<file path="src/rtl/calc_pkg.sv">
// Shared calculator definitions: operand width and the multiplier FSM encoding,
// also decoded by the top-level op sequencer.
package calc_pkg;
  localparam int CALC_W = 7;

  typedef enum logic [1:0] {
    IDLE = 2'd0,
    RUN  = 2'd1,
    DONE = 2'd2
  } calc_state_e;
endpackage

</file>
<file path="src/rtl/mult_add_stage.sv">
// Conditional ripple adder for one shift-add iteration: sum = acc_hi + (en ? mcand : 0),
// one bit wider than the operands so the carry feeds the next right shift.
module mult_add_stage #(
  parameter int WIDTH = 7
) (
  input  logic [WIDTH-1:0] acc_hi,
  input  logic [WIDTH-1:0] mcand,
  input  logic             en,
  output logic [WIDTH:0]   sum
);
  logic carry;
  logic addend;

  always_comb begin
    carry  = 1'b0;
    addend = 1'b0;
    sum    = '0;
    for (int i = 0; i < WIDTH; i++) begin
      addend = mcand[i] & en;
      sum[i] = acc_hi[i] ^ addend ^ carry;
      carry  = (acc_hi[i] & addend) | (carry & (acc_hi[i] ^ addend));
    end
    sum[WIDTH] = carry;
  end
endmodule

</file>
<file path="src/rtl/seq_shift_add_multiplier.sv">
// Sequential unsigned shift-add multiplier: WIDTH RUN cycles per product,
// one-cycle done pulse, product and overflow flag held until the next completion.
module seq_shift_add_multiplier
  import calc_pkg::*;
#(
  parameter int WIDTH = CALC_W
) (
  input  logic               clk,
  input  logic               reset,
  input  logic               start,
  input  logic [WIDTH-1:0]   a,
  input  logic [WIDTH-1:0]   b,
  output logic               busy,
  output logic               done,
  output logic [2*WIDTH-1:0] p,
  output logic               ovf
);
  localparam int CW = $clog2(WIDTH) + 1;

  calc_state_e        state_q, state_d;
  logic [WIDTH-1:0]   mcand_q, mcand_d;
  logic [WIDTH-1:0]   mplr_q, mplr_d;
  logic [2*WIDTH-1:0] acc_q, acc_d;
  logic [CW-1:0]      count_q, count_d;
  logic [2*WIDTH-1:0] p_q, p_d;
  logic               ovf_q, ovf_d;

  logic [WIDTH:0]     sum;
  logic [3*WIDTH:0]   shift_w;
  logic               last_iter;
  logic               accept;

  mult_add_stage #(.WIDTH(WIDTH)) u_add (
    .acc_hi (acc_q[2*WIDTH-1:WIDTH]),
    .mcand  (mcand_q),
    .en     (mplr_q[0]),
    .sum    (sum)
  );

  // {sum, acc_lo, mplr} >> 1: bit 0 is discarded, the rest splits into acc and mplr
  assign shift_w   = {sum, acc_q[WIDTH-1:0], mplr_q};
  assign last_iter = (count_q == CW'(WIDTH - 1));
  assign accept    = (state_q != RUN) && start;

  always_ff @(posedge clk) begin
    if (reset) state_q <= IDLE;
    else       state_q <= state_d;
  end

  always_comb begin
    state_d = state_q;
    case (state_q)
      IDLE:    if (start) state_d = RUN;
      RUN:     if (last_iter) state_d = DONE;
      DONE:    state_d = start ? RUN : IDLE;
      default: state_d = IDLE;
    endcase
  end

  always_comb begin
    busy = (state_q == RUN);
    done = (state_q == DONE);
  end

  always_comb begin
    mcand_d = mcand_q;
    mplr_d  = mplr_q;
    acc_d   = acc_q;
    count_d = count_q;
    p_d     = p_q;
    ovf_d   = ovf_q;
    if (accept) begin
      mcand_d = a;
      mplr_d  = b;
      acc_d   = '0;
      count_d = '0;
    end else if (state_q == RUN) begin
      acc_d   = shift_w[3*WIDTH:WIDTH+1];
      mplr_d  = shift_w[WIDTH:1];
      count_d = count_q + CW'(1);
      if (last_iter) begin
        p_d   = shift_w[3*WIDTH:WIDTH+1];
        ovf_d = |shift_w[3*WIDTH:2*WIDTH+1];
      end
    end
  end

  always_ff @(posedge clk) begin
    if (reset) begin
      mcand_q <= '0;
      mplr_q  <= '0;
      acc_q   <= '0;
      count_q <= '0;
      p_q     <= '0;
      ovf_q   <= 1'b0;
    end else begin
      mcand_q <= mcand_d;
      mplr_q  <= mplr_d;
      acc_q   <= acc_d;
      count_q <= count_d;
      p_q     <= p_d;
      ovf_q   <= ovf_d;
    end
  end

  assign p   = p_q;
  assign ovf = ovf_q;
endmodule

</file>
<file path="config.mk">
export PLATFORM = sky130hd
export DESIGN_NAME = seq_shift_add_multiplier
export DESIGN_NICKNAME = d
export VERILOG_FILES = /design/src/rtl/calc_pkg.sv /design/src/rtl/mult_add_stage.sv /design/src/rtl/seq_shift_add_multiplier.sv
export SDC_FILE = /design/constraint.sdc
export NUM_CORES = 1
export LEC_CHECK = 0
export CAP_MARGIN = 20
export CORE_ASPECT_RATIO = 1.75
export CORE_MARGIN = 5
export CORE_UTILIZATION = 47
export DETAILED_ROUTE_END_ITERATION = 10
export GPL_ROUTABILITY_DRIVEN = 0
export PLACE_DENSITY = 0.76
export REMOVE_ABC_BUFFERS = 1
export SLEW_MARGIN = 20
export SYNTH_ARGS = -nofsm -noshare
export SYNTH_HDL_FRONTEND = slang
export SYNTH_SLANG_ARGS = --single-unit
</file>
<file path="constraint.sdc">
create_clock -name clk -period 3.5 [get_ports clk]
set_input_delay 0.35 -clock clk [delete_from_list [all_inputs] [get_ports clk]]
set_output_delay 0.35 -clock clk [all_outputs]
set_load 0.01 [all_outputs]
</file>
Yosys cells after proc, flatten, opt, wreduce, memory -nomap -nowiden:

Cells that the tools add are included.

* input port bits: 17
* logic and storage cells: 67
* bits in registers: 49

* equality and inequality tests: 6
* reductions and logical operators: 7
* multiplexer cells: 6
* bitwise operators: 40
* add/subtract/negate cells: 1

Operators by type and width (number)
* AND 1 bit: 20
* two-way mux 7 bit: 2
* XOR 1 bit: 13
* OR reduction 7 bit: 1
* bitwise OR 1 bit: 6
* case mux 2 bit (3 select lines): 1
* adder 4 x 1 -> 4 bit, second input constant: 1
* equality test 4 x 3 -> 1 bit, second input constant: 1
* two-way mux 2 bit: 2
* inequality test 2 x 1 -> 1 bit, second input constant: 2
* AND reduction 3 bit: 1
* equality test 2 x 1 -> 1 bit, second input constant: 1
* equality test 2 bit, second input constant: 1
* logical NOT 2 bit: 1
* inequality test 2 bit, second input constant: 1
* AND reduction 2 bit: 1
* nonzero test 2 bit: 1
* OR reduction 2 bit: 1
* logical AND 1 bit: 1
* two-way mux 1 bit: 1
* NOT 1 bit: 1

Longest topological paths before layout:

Gate-level depths: netlist of the first run.

* word-level depth: 15
* depth in mapped cells: 14
* mapped depth without buffers: 14

Modules after synthesis:

A second synthesis of the first run with hierarchy kept.

* cell total of the unflattened synthesis: 215
* area total of the unflattened synthesis: 2102.0 um^2

By module, submodules not included
* seq_shift_add_multiplier: area an instance 1893.1 um^2, cells an instance 192, sequential area each 980.9 um^2, instances 1
* mult_add_stage: area an instance 209.0 um^2, cells an instance 23, sequential area each 0.0 um^2, instances 1

Worst setup path before layout of the first run:

No wires, ideal clock.

* path type: register -> register
* start: register mplr_q[0]
* end: register ovf_q (netlist: ovf)
* library setup time: 0.133 ns
* arrival time: 3.189 ns
* cell stages (with the launch flop): 15
* slack: 0.178 ns
* path buffers: 0
* cells stage by stage: dfxtp_1 -> and2_1 -> ha_1 -> inv_1 -> fa_1 -> fa_1 -> fa_1 -> inv_1 -> fa_1 -> fa_1 -> inv_1 -> fa_1 -> nand4_1 -> nor4b_1 -> a311oi_1

* word-level cells in the longest chain between the ends: 15
* elaborated cells on any way between the ends: 39

Ends and longest elaborated chain
* start: declaration: line seq_shift_add_multiplier.sv:22 `logic [WIDTH-1:0] mplr_q, mplr_d;`
* start signal: assignment: line seq_shift_add_multiplier.sv:98 `mplr_q <= mplr_d;`
* AND 1 bit: line mult_add_stage.sv:19 `addend = mcand[i] & en;`
* AND 1 bit or XOR 1 bit (tied branches): line mult_add_stage.sv:21, mult_add_stage.sv:20
* AND 1 bit: line mult_add_stage.sv:21 `carry = (acc_hi[i] & addend) | (carry & (acc_hi[i] ^ addend));`
* bitwise OR 1 bit: line mult_add_stage.sv:21
* AND 1 bit: line mult_add_stage.sv:21
* bitwise OR 1 bit: line mult_add_stage.sv:21
* AND 1 bit: line mult_add_stage.sv:21
* bitwise OR 1 bit: line mult_add_stage.sv:21
* AND 1 bit: line mult_add_stage.sv:21
* bitwise OR 1 bit: line mult_add_stage.sv:21
* AND 1 bit: line mult_add_stage.sv:21
* bitwise OR 1 bit: line mult_add_stage.sv:21
* AND 1 bit: line mult_add_stage.sv:21
* bitwise OR 1 bit: line mult_add_stage.sv:21
* OR reduction 7 bit *: line seq_shift_add_multiplier.sv:83 `ovf_d = |shift_w[3*WIDTH:2*WIDTH+1];`
* end signal: assignment: line seq_shift_add_multiplier.sv:102 `ovf_q <= ovf_d;`
* end: declaration: line seq_shift_add_multiplier.sv:26 `logic ovf_q, ovf_d;`

Every way passes the cells marked *; elsewhere a longest branch is shown, timed or not.
A chain may end at the register's enable or synchronous reset.

Worst setup path in the final report of the first run:

Ends and elaborated chain as after synthesis.

==> results of run 1 <==
power by group through the flow:
stage	Combinational (mW)	Sequential [mW]	Clock, mW
after floorplan	0.0604	0.598	0
after global placement	0.107	0.599	0
after detailed placement	0.109	0.600	0
after CTS	0.110	0.587	0.413
after global routing	0.127	0.589	0.436
final	0.112	0.587	0.406
kinds of logic after synthesis:
family | share of synthesized area [%]
compound gates | 19.3
xor+xnor | 0.438
fa+ha+maj | 7.89
buf+inv | 6.32
flops | 49.1
mux | 3.51
simple gates | 13.5
how the worst min path moves through the flow:
stage,start,end,cells past startpoint
after CTS,acc_q[10]$_SDFFE_PP0P_,acc_q[10]$_SDFFE_PP0P_,2
after global placement,acc_q[10]$_SDFFE_PP0P_,acc_q[10]$_SDFFE_PP0P_,2
final,acc_q[10]$_SDFFE_PP0P_,acc_q[10]$_SDFFE_PP0P_,2
after floorplan,reset,mcand_q[0]$_SDFFE_PP0P_,1
after global routing,p[13]$_SDFFE_PP0P_,p[13]$_SDFFE_PP0P_,1
after detailed placement,acc_q[10]$_SDFFE_PP0P_,acc_q[10]$_SDFFE_PP0P_,2
state kept, by name (all words and copies together) (netlist names):
register and count:
ovf 1, mcand_q 7, acc_q 14, mplr_q 7
state_q 2, count_q 4, p 14
synth_stat cells (all sizes together):
cell	instances
a21o	1
nor4b	1
nor2b	1
ha	3
buf	9
clkinv	1
a21oi	20
nand2b	1
nand3	8
xor2	1
a2bb2oi	1
mux2i	7
nand4	1
dfxtp	49
a311oi	1
or3	2
nor2	15
a22o	9
and2	3
nand2	24
o21ai	8
a211oi	13
nand3b	2
and3b	1
clkbuf	6
fa	6
inv	10
o2bb2ai	5
area by class of cell:
| class | count | area share (%) |
|---|---|---|
| repair buffers | 39 | 15.1 |
| inverters | 11 | 1.86 |
| well taps | 49 | 2.47 |
| multi-input cells | 134 | 36.4 |
| flip-flops and latches | 49 | 39.5 |
| clock buffers | 5 | 2.77 |
| clock inverters | 3 | 1.86 |
placed cells by master, fill, tap and decap left out, types with 2 or more instances in the layout:
cell type | netlist | routed
clkdlybuf4s50_1 | 0 | 33
fa_2 | 0 | 3
o2bb2ai_1 | 5 | 5
a22o_1 | 9 | 9
clkbuf_8 | 0 | 5
clkinv_4 | 1 | 2
buf_4 | 0 | 6
ha_1 | 3 | 3
dfxtp_1 | 49 | 49
nor2_1 | 15 | 15
a21oi_1 | 20 | 20
nand2_1 | 24 | 24
nand3b_1 | 2 | 2
o21ai_0 | 8 | 8
inv_1 | 9 | 9
a211oi_1 | 13 | 13
mux2i_1 | 7 | 7
and2_1 | 3 | 3
fa_1 | 6 | 3
or3_1 | 2 | 2
nand3_1 | 8 | 8
worst max-delay path, cell delays in order, from the launching register on:
cell and delay, ns:
dfxtp_1 0.33, and2_1 0.12, ha_1 0.13, inv_1 0.05, fa_2 0.34, fa_2 0.34
fa_1 0.36, inv_1 0.08, fa_2 0.19, fa_1 0.15, inv_1 0.05, fa_1 0.53
nand4_1 0.12, nor4b_2 0.26, a311oi_1 0.13
metal layers:
| metal | routed length [um] | part of all wire (%) | global-route usage [%] | vias to the layer above |
|---|---|---|---|---|
| li1 | - | - | - | 787 |
| met1 | 1600 | 40 | 18.3 | 730 |
| met2 | 2160 | 54 | 27.8 | 32 |
| met3 | 162 | 4.0 | 2.82 | 7 |
| met4 | 105 | 2.6 | 6.81 | 0 |
| met5 | 0 | 0 | 0 | - |
timing repair:
item,4_1_cts,5_1_grt
buffers inserted,0,1
resized for setup,0,4
setup endpoints to repair,0,1
==> out/results.ini, run 1 <==
[status]
outcome = finished clean

[clock_tree]
clock_path_buffers = 2
cts_tree = done
clkSinkCount = 49
htree_num_levels = 2
clk_latency_ns = 0.31
root_buffer = clkbuf_8
path_clk_slew_ns = 0.10
hold_buffers = 0
cts_buffers = 5

[finish]
syn_to_final_growth_pct = 24.3
multi_input_area_um2 = 905
fillerInstances = 347
diodes = 0
layoutNonFillerInstCount = 290
final_area_um2 = 2480
nets = 266
seqCellArea_um2 = 981
drive_above_1_share_pct = 8.30
fin_util_pct = 59.8

[floorplan]
die-width_um = 59.3
fp-row-count = 31
die-area_um2 = 5710
start_util_pct = 48.1
io_pins = 34
die_height_um = 96.3
core_area_um2 = 4150

[power]
clockPowerShare_pct = 36.7
vdd_drop_max_uv = 423
leakagePower_nw = 0.905
switching_share_pct = 23.9
finalPower_mw = 1.11
combPwrFrac_pct = 10.2
seqPwrFrac_pct = 53.1
p_per_area_nw_per_um2 = 445
p_int_mw = 0.841
p_switching_mw = 0.264

[synth]
avgSynthCellArea_um2 = 9.56
synthTopCellsByArea = dfxtp_1 (49%), fa_1 (6.0%), a21oi_1 (5.0%)
synth_cell_types = 30
netlist_area_um2 = 2000
yosys.area.top_type = dfxtp_1
synth-seq-cells = 49
synth_top_area_share_pct = 49.1
syn_inst = 209
yosys_warnings = 0
seq_area_frac_synth_pct = 49.1

[critical_path]
crit_type = reg -> reg
path_max_fanout = 2
r2r-end = ovf$_SDFFE_PP0P_
worstRegToRegCells = 14
r2r_slack_ns = 0.21
worst_r2r_startpoint = mplr_q[0]$_SDFFE_PP0P_
crit_required_ns = 3.67
endpoint = ovf$_SDFFE_PP0P_
cp-startpoint = mplr_q[0]$_SDFFE_PP0P_
crit_arrival_ns = 3.47
end_kind = flop
start_kind = flop

[grt]
grt_max_degree = 36
overflow = 0
grt_pass1_vias = 1514
grt_pass1_wl_um = 6830
grt_antenna_before_repair = 0
track_usage_pct = 15.9

[sta]
setup_slack_ns = 0.205
rsz0062_at_grt = no
fmax_ghz = 0.304
setup_tns_ns = 0
period_share_pct = 94.1
fin_skew_ns = 0.0164
timing.slew.headroom_pct = 58.8
slew_violations = 0
setup_viol = 0
hold_ws_ns = 0.464
tightest_slew_ns = 0.617
finalCriticalPeriod_ns = 3.29
hold_viol = 0

[drt]
via_per_inst = 5.37
wirelength_um = 4030
final_antenna_net_count = 0
avgRoutedWirePerCell_um = 13.9
num_vias = 1556
drcViolationCount = 0
drt-initial-drc-count = 45
dr.pass1.iters = 4

[placed_design]
place_hpwl_um = 2910
io_buffers = 33
dp_slack_ns = 0.0977
dpl_cell_area_um2 = 2350
placed_cells = 281

[flow_run]
cap_violations = 0

[hold_path]
hold_class = reg -> reg

No activity file was read; power rests on OpenSTA's default activity.
==> inputs of run 2 (changes only) <==
Settings changed: PLACE_DENSITY 0.76 to 0.75, TNS_END_PERCENT from default to 1.
==> out/results.ini, run 2 (synthesis results as in run 1) <==
[status]
outcome = finished clean

[grt]
grt_pass1_wl_um = 6840  ; about the same
grt_max_degree = 36  ; unchanged
overflow = 0  ; unchanged
grt_pass1_vias = 1567  ; +3.5%
track_usage_pct = 15.8  ; -0.059 points
grt_antenna_before_repair = 0  ; unchanged

[clock_tree]
clkSinkCount = 49  ; unchanged
cts_tree = done
path_clk_slew_ns = 0.08  ; -0.02 ns
hold_buffers = 0  ; unchanged
root_buffer = clkbuf_8
htree_num_levels = 2  ; unchanged
cts_buffers = 5  ; unchanged
cts_setup_buffers = 0  ; unchanged
clock_path_buffers = 2  ; unchanged
cts-resized-gates = 0  ; unchanged
clk_latency_ns = 0.29  ; -0.02 ns

[floorplan]
io_pins = 34  ; unchanged
start_util_pct = 48.1  ; unchanged
die-area_um2 = 5710  ; unchanged
die-width_um = 59.3  ; unchanged
core_area_um2 = 4150  ; unchanged
fp-row-count = 31  ; unchanged
die_height_um = 96.3  ; unchanged

[finish]
fin_util_pct = 59.1  ; -0.72 points
drive_above_1_share_pct = 7.11  ; -1.2 points
nets = 264  ; -0.75%
layout_commonest_cell = dfxtp_1
diodes = 0  ; unchanged
syn_to_final_growth_pct = 22.8
final_area_um2 = 2450  ; -1.2%
layout_common_cells = dfxtp_1 (49), clkdlybuf4s50_1 (33), nand2_1 (24)
fillerInstances = 370  ; +6.6%

[sta]
tightest_slew_ns = 0.697  ; +0.0797 ns
timing.slew.headroom_pct = 53.5  ; -5.3 points
hold_viol = 0  ; unchanged
setup_tns_ns = 0  ; unchanged
fin_skew_ns = 0.00554  ; -0.0108 ns
slew_violations = 0  ; unchanged
fmax_ghz = 0.299  ; -1.6%
period_share_pct = 95.6  ; +1.5 points
finalCriticalPeriod_ns = 3.35  ; +0.0527 ns
setup_viol = 0  ; unchanged

[power]
finalPower_mw = 1.05  ; -5.2%
vdd_drop_max_uv = 377  ; -11%
leakagePower_nw = 0.897  ; -0.81%
p_per_area_nw_per_um2 = 427  ; -4.1%

[drt]
wl_met1_um = 1620  ; +1.4%
wirelength_um = 4030  ; -0.17%
met3WireLength_um = 203  ; +25%
num_vias = 1570  ; +0.90%
maxUsedRoutingLayer = met4
via_per_inst = 5.45  ; +1.6%
dr.pass1.iters = 4  ; unchanged
route.met2.wl_um = 2050  ; -5.1%
final_antenna_net_count = 0  ; unchanged
avgRoutedWirePerCell_um = 14.0  ; +0.52%
drt-initial-drc-count = 32  ; -29%
drcViolationCount = 0  ; unchanged

[hold_path]
min_from = acc_q[0]$_SDFFE_PP0P_
hold_class = reg -> reg
min_path_cells = 2  ; unchanged
hold_end = acc_q[0]$_SDFFE_PP0P_

[critical_path]
worst_r2r_startpoint = mcand_q[0]$_SDFFE_PP0P_
start_kind = flop
end_kind = flop
crit_type = reg -> reg
crit_required_ns = 3.67  ; about the same
worstRegToRegCells = 14  ; unchanged
r2r-end = ovf$_SDFFE_PP0P_
r2r_slack_ns = 0.15  ; -0.05 ns
cpMostUsedCell = fa_1
path_max_fanout = 3  ; +1
slowest_delay_ns = 0.52  ; about the same
worstPathCellList = and2_1, ha_1, inv_1, fa_1, fa_2, fa_1, inv_1, fa_1, fa_1, inv_1, fa_1, nand4_1, nor4b_2, a311oi_1
crit_arrival_ns = 3.52  ; +0.05 ns
crit_slowest_cell = fa_1

[placed_design]
dpl_cell_area_um2 = 2340  ; -0.16%
place_hpwl_um = 2960  ; +1.8%
io_buffers = 33  ; unchanged

[flow_run]
cap_violations = 0  ; unchanged

## run 2: how the worst max path moves through the flow
stage               slack, ns                    start  depth (start not counted)               end
finish                   0.15  mcand_q[0]$_SDFFE_PP0P_                         14  ovf$_SDFFE_PP0P_
global route            -0.02  mcand_q[0]$_SDFFE_PP0P_                         14  ovf$_SDFFE_PP0P_
CTS                      0.09  mcand_q[0]$_SDFFE_PP0P_                         14  ovf$_SDFFE_PP0P_
detailed placement       0.12  mcand_q[0]$_SDFFE_PP0P_                         14  ovf$_SDFFE_PP0P_
global placement         0.20   mplr_q[0]$_SDFFE_PP0P_                         14  ovf$_SDFFE_PP0P_
floorplan                0.16   mplr_q[0]$_SDFFE_PP0P_                         14  ovf$_SDFFE_PP0P_
## run 2: where the power goes
| part | switching, mW | total, mW | internal, mW | leakage, nW |
|---|---|---|---|---|
| Sequential | 0.0108 | 0.587 | 0.576 | 0.398 |
| Combinational | 0.0624 | 0.112 | 0.0497 | 0.445 |
| Clock | 0.170 | 0.349 | 0.179 | 0.0542 |
| Total | 0.243 | 1.05 | 0.804 | 0.897 |
## run 2: through the flow
step	instances	setup slack (ns)	hold WS [ns]
final	288	0.153	0.460
after global routing	288	-0.0208	0.487
after CTS	288	0.0914	0.464
after detailed placement	280	0.121	0.450
after global placement	280	0.203	0.444
after floorplan	194	0.161	0.419
## run 2: area by class of cell
| cell class | instances | area (um2) | share of cell area [%] |
|---|---|---|---|
| Tap cell | 49 | 61.3 | 2.50 |
| Multi-Input combinational cell | 134 | 903 | 36.8 |
| Timing Repair Buffer | 37 | 360 | 14.7 |
| Clock buffer | 7 | 96.3 | 3.93 |
| Clock inverter | 1 | 5.00 | 0.204 |
| Inverter | 11 | 46.3 | 1.89 |
| Sequential cell | 49 | 981 | 40.0 |
## run 2: worst max-delay path: cells and delay by family, from the launching register on
family	cells	cell delay, ns
buffers and inverters	3	0.16
AOI/OAI and AO/OA	1	0.12
adders and majority gates	7	2.08
and+or+nand+nor	3	0.52
DFF	1	0.33
## run 2: per-layer routing
metal,GRT usage (%),vias up
met1,17.3,738
met3,3.36,10
met5,0,-
li1,-,782
met4,9.64,0
met2,27.0,40
